[config.mk]
export PLATFORM = sky130hd
export DESIGN_NAME = nbit_arb_mux
export DESIGN_NICKNAME = d
export VERILOG_FILES = /design/src/rtl/nbit_arb_mux.sv
export SDC_FILE = /design/constraint.sdc
export NUM_CORES = 1
export LEC_CHECK = 0
export CAP_MARGIN = 20
export CORE_AREA = 2 2 122 124
export DETAILED_ROUTE_END_ITERATION = 16
export DIE_AREA = 0 0 124 126
export PLACE_DENSITY = 0.79
export REMOVE_ABC_BUFFERS = 1
export SKIP_LAST_GASP = 1
export SLEW_MARGIN = 20
export SYNTH_ARGS = -nofsm -noshare
export SYNTH_HDL_FRONTEND = slang
export SYNTH_SLANG_ARGS = --single-unit
[constraint.sdc]
create_clock -name clk -period 10.3 [get_ports clk]
set_clock_uncertainty 0.05 [all_clocks]
set_input_delay 1.03 -clock clk [delete_from_list [all_inputs] [get_ports clk]]
set_output_delay 1.03 -clock clk [all_outputs]
set_load 0.1 [all_outputs]
[src/rtl/nbit_arb_mux.sv]
// N-to-1 round-robin gathering mux feeding a one-entry valid/ready buffer.
// The winner's word and binary index are registered for a single consumer.
module nbit_arb_mux #(
  parameter int SELECT_WIDTH = 3,
  parameter int DATA_WIDTH   = 32,
  localparam int N = 2**SELECT_WIDTH
) (
  input  logic                    clk,
  input  logic                    reset,
  input  logic [N-1:0]            MuxReq,
  input  logic [N*DATA_WIDTH-1:0] MuxData,
  output logic [N-1:0]            MuxAck,
  output logic [DATA_WIDTH-1:0]   MuxOut,
  output logic [SELECT_WIDTH-1:0] MuxSel,
  output logic                    MuxOutValid,
  input  logic                    MuxOutReady
);

  typedef enum logic {
    EMPTY = 1'b0,
    FULL  = 1'b1
  } state_t;

  state_t                  state_q, state_d;
  logic [SELECT_WIDTH-1:0] ptr_q, ptr_d;
  logic [SELECT_WIDTH-1:0] sel_q, sel_d;
  logic [DATA_WIDTH-1:0]   out_q, out_d;

  logic [SELECT_WIDTH-1:0] win;
  logic [SELECT_WIDTH-1:0] idx;
  logic                    found;
  logic [DATA_WIDTH-1:0]   win_word;
  logic                    can_load;
  logic                    drain;
  logic                    cap;

  // Scan from ptr upward; SELECT_WIDTH-bit adds wrap modulo N.
  always_comb begin
    found = 1'b0;
    win   = '0;
    idx   = '0;
    for (int k = 0; k < N; k++) begin
      idx = ptr_q + SELECT_WIDTH'(k);
      if (!found && MuxReq[idx]) begin
        found = 1'b1;
        win   = idx;
      end
    end
  end

  always_comb begin
    win_word = '0;
    for (int j = 0; j < N; j++) begin
      if (win == SELECT_WIDTH'(j)) begin
        win_word = MuxData[j*DATA_WIDTH +: DATA_WIDTH];
      end
    end
  end

  assign drain    = (state_q == FULL) & MuxOutReady;
  assign can_load = (state_q == EMPTY) | MuxOutReady;
  assign cap      = can_load & found & !reset;

  always_comb begin
    state_d = state_q;
    ptr_d   = ptr_q;
    sel_d   = sel_q;
    out_d   = out_q;
    MuxAck  = '0;
    if (cap) begin
      MuxAck[win] = 1'b1;
      out_d       = win_word;
      sel_d       = win;
      state_d     = FULL;
      ptr_d       = win + SELECT_WIDTH'(1);
    end else if (drain) begin
      state_d = EMPTY;
    end
  end

  always_ff @(posedge clk) begin
    if (reset) begin
      state_q <= EMPTY;
      ptr_q   <= '0;
      sel_q   <= '0;
      out_q   <= '0;
    end else begin
      state_q <= state_d;
      ptr_q   <= ptr_d;
      sel_q   <= sel_d;
      out_q   <= out_d;
    end
  end

  assign MuxOut      = out_q;
  assign MuxSel      = sel_q;
  assign MuxOutValid = (state_q == FULL);

endmodule

# ---- Word level (Yosys, flattened, before mapping)
# Index checks and enable logic that the tools add are counted.
dict set report word_totals {
  output_inout_bits 44
  register_bits 39
}
dict set report op_classes {
  magnitude_cmp 10
  n_reduce_logical 18
  add_sub_neg 8
  bitwise 5
  mux 45
  eq_ne 7
}
# cell n
set ops {}
lappend ops {{$mux 32} 8}
lappend ops {{$lt 3x4->1 const B} 9}
lappend ops {{$bmux 1 s3} 8}
lappend ops {{$mux 3} 8}
lappend ops {{$mux 1} 19}
lappend ops {{$add 3x3->3 const B} 4}
lappend ops {{$eq 3x3->1 const B} 4}
lappend ops {{$logic_and 1x1->1} 8}
lappend ops {{$logic_not 1->1} 8}
lappend ops {{$mux 8} 1}
lappend ops {{$add 3x1->3 const B} 2}
lappend ops {{$add 3x2->3 const B} 2}
lappend ops {{$eq 3x2->1 const B} 2}
lappend ops {{$and 1x1->1} 3}
lappend ops {{$demux 1 s3} 1}
lappend ops {{$eq 3x1->1 const B} 1}
lappend ops {{$ge 3x1->1 const B} 1}
lappend ops {{$logic_not 3->1} 1}
lappend ops {{$reduce_bool 2->1} 1}
lappend ops {{$not 1->1} 1}
lappend ops {{$or 1x1->1} 1}

# ---- Logic depth before layout (Yosys ltp)
dict set report depth {
  ltp_word 33
  ltp_mapped 22
  depth_no_buf 16
}

# ---- Worst setup path before layout
# Ideal clock, no wire load.
dict set report synth_path {
  path_type {register -> output}
  startpoint {register ptr_q[1]}
  endpoint {output MuxAck[6]}
  arrival_ps 5464
  setup_slack_ps 3756
  n_path_buf 4
  required_ps 9220
  stages_incl_launch_ff 15
  cell_sequence {dfxtp_1 -> buf_2 -> buf_1 -> inv_1 -> ha_1 -> buf_4 -> mux4_2 -> or3b_4 -> a2111oi_4 -> o21ai_2 -> nor3_1 -> o32a_1 -> buf_2 -> inv_1 -> nor3_1}
}
dict set report synth_via {
  elab_chain_len 29
}
# element line
set synth_rtl {}
lappend synth_rtl {{start: declaration} 25} ;# logic [SELECT_WIDTH-1:0] ptr_q, ptr_d;
lappend synth_rtl {{start signal: assignment} 89} ;# ptr_q <= ptr_d;
lappend synth_rtl {{parallel branches: the longest is 28 deep, another holds $add 3x1->3} -}
lappend synth_rtl {{$mux 8 *} 70} ;# if (cap) begin
lappend synth_rtl {{end: declaration} 12} ;# output logic [N-1:0] MuxAck,
# Every way passes the cells marked *. The select of a mux whose other input is x is not followed.

# ---- Worst setup path in the final report
dict set report layout_path {
  startpoint {register ptr_q[0]}
  endpoint {output MuxAck[7]}
}
# Same word-level chain as after synthesis.

==> qor.yml <==
yosys:
  syn_avg_cell_area_sq_um: 7.17
  syn_inst: 741
  yosys.area_share.simple_pct: 22.4
  yosys.area.top_type: "dfxtp_1"
  yosys.area.top_type_share_pct: 14.7
  synth_fa_ha_area_share_pct: 1.18
  yosysSeqAreaShare_pct: 14.7
  synth_top_family_by_area: "compound AO/OA/AOI/OAI gates"
  synthMuxAreaShare_pct: 9.13
  synth_edf_count: 0
  yosysWarnings: 0
  ys_types: 59
  synth_xor_area_share_pct: 0.494
  synth_seq_cells: 39
  async_flop_share_pct: 0
  synth_area_leaders: "dfxtp_1 15%, nor2_1 6.1%, a221oi_1 5.6%, a2bb2oi_1 5.6%, mux4_2 5.5%"
  ys.flop_type: "dfxtp_1"
  synth_compound_area_share_pct: 42.5
  syn_area_sq_mm: 0.00532
drt:
  drcViolationCount: 0
  wl_per_cell_um: 21.1
  vias_per_cell: 5.99
  drtIter0Drc: 620
  vias: 7032
  firstDrtPassIters: 5
  wl_um: 24800
  antenna_left: 0
clock_network:
  cts_sinks: 39
  cts_resized: 0
  ctsLongestPathBuffers: 2
  htree_levels: 2
  cts_hold_buf: 0
  clock-root-buffer: "clkbuf_16"
  postCtsSetupRepairBufs: 0
  cts_inserted_buffers: 5
  tritoncts: "done"
  clkSlewWorstSetupHoldPaths_ns: 0.06
  worst_skew_pair.late_latency_ns: 0.28
global_routing:
  gr-total-overflow: 0
  grt_pass1_vias: 6984
  antenna_found_initial: 1
  grt_pass1_wl_um: 38000
  grt.total_usage_pct: 31.1
  grt_max_degree: 67
floorplanning:
  dieArea_sq_mm: 0.0156
  fp.dieW_um: 124
  ioPinCount: 311
  start_util_pct: 37.1
  core-area_sq_mm: 0.0143
  placementRows: 44
  fp.dieH_um: 126
job:
  max_cap_violations: 0
sta:
  setup_tns_ns: 0
  setup_viol: 0
  setup_slack_ns: 2.32
  hold_violations: 0
  fmax_mhz: 125
  finalMaxSlewViolations: 0
  slew_headroom_pct: 28.6
  min_period_ns: 7.98
  rsz0062_at_grt: "false"
  worst_slew_pin_slew_ns: 1.07
  period_share_pct: 77.4
worst_setup_path:
  path_max_fanout: 41
  r2r_end: "MuxOut[21]"
  ff2ff_path_depth: 15
  worstSetupPathType: "register to output pin"
  r2r_start: "ptr_q[0]"
  required_ns: 9.22
  cp-end-kind: "output pin"
  cp_data_arrival_time_ns: 6.90
  startpoint_type: "register"
  reg2reg_slack_ns: 2.91
finish:
  stdcell_count: 1173
  drive_above_1_share_pct: 6.57
  areaGrowthSynthToFinish_pct: 62.2
  most-common-layout-cells: "309 x clkdlybuf4s50_1, 86 x nor2_1, 52 x nand2_1"
  nets: 1260
  n_antenna_cell: 0
  layout_commonest_cell: "clkdlybuf4s50_1"
power:
  power_leakage_nw: 3.12
  p_total_mw: 2.99
  ir_drop_uv: 222
  power.density_mw_per_mm2: 346
placement:
  port_buffers: 310
  place.gp.congestion: 0.912
  dp_slack_ns: 2.66
  dp.cells: 1164
  place_hpwl_um: 17900
min_path:
  hold_path.startpoint: "MuxSel[0]"
  holdCritPathClass: "register to register"
  holdPathEnd: "MuxSel[0]"
  min_path_cells: 2
run_status:
  status: "finished clean"
kinds of logic (layout without fill, tap and decap cells):
kind of cell    Yosys count  after routing
fa+ha+maj                 5              5
simple gates            237            237
compound gates          300            300
xor+xnor                  3              3
buf+inv                 126            374
flops                    39             39
mux                      31             31
how the worst max path moves through the flow:
stage | end | start | depth (start not counted)
2_1_floorplan | MuxAck[7] | ptr_q[0] | 9
3_3_place_gp | MuxAck[7] | ptr_q[0] | 11
3_5_place_dp | MuxAck[7] | ptr_q[0] | 11
4_1_cts | MuxAck[7] | ptr_q[0] | 11
5_1_grt | MuxAck[7] | ptr_q[0] | 11
6_report | MuxAck[7] | ptr_q[0] | 11
Yosys cell counts, drive strengths merged, types with 25 or more instances:
cell,count
o21a,32
and3,33
nor3b,32
a2bb2oi,34
o21ai,34
clkbuf,58
nand2,52
nor2,86
o211ai,34
o32ai,33
dfxtp,39
o31ai,35
a221oi,34
a21oi,37
buf,25
inv,43
sequential cells by signal (all words and copies together) (netlist names):
register and flops:
ptr_q 3, MuxSel 3, MuxOutValid 1, MuxOut 32
per-stage QoR:
step / hold WS (ns) / utilization (%) / instance area (sq um)
finish: 0.402 / 60.2 / 8620
global route: 0.415 / 60.2 / 8620
CTS: 0.401 / 60.0 / 8590
detailed placement: 0.393 / 59.1 / 8450
global placement: 0.385 / 59.1 / 8450
floorplan: 0.655 / - / 4970
area by class of cell:
class | count | area, sq um
clock buffer | 7 | 133
clock inverter | 1 | 5.00
fill | 1302 | 5690
inverter | 43 | 161
multi-input combinational | 576 | 4090
sequential | 39 | 781
tap | 184 | 230
timing repair buffer | 323 | 3220
power breakdown:
group          internal [mW]  leakage [nW]  switching [mW]
clock                 0.0898        0.0679          0.0647
combinational          0.915          2.73            1.67
sequential             0.193         0.320          0.0549
total                   1.20          3.12            1.79
routing by layer:
metal	part of all wire, %	track usage, %
met3	8.7	6.20
met2	48	51.7
met5	0.053	0
met4	3.9	12.5
met1	39	39.1
critical path, stage by stage, from the launching register on:
cell	delay, ns
dfxtp_1	0.96
inv_2	0.27
ha_1	0.81
mux4_2	0.60
or3b_4	0.41
a2111oi_4	0.40
o21ai_2	0.21
o32ai_4	0.31
buf_4	0.47
nand4_1	0.78
inv_1	0.21
clkdlybuf4s50_1	1.16
Note: power is estimated with default switching activity, not from simulation.
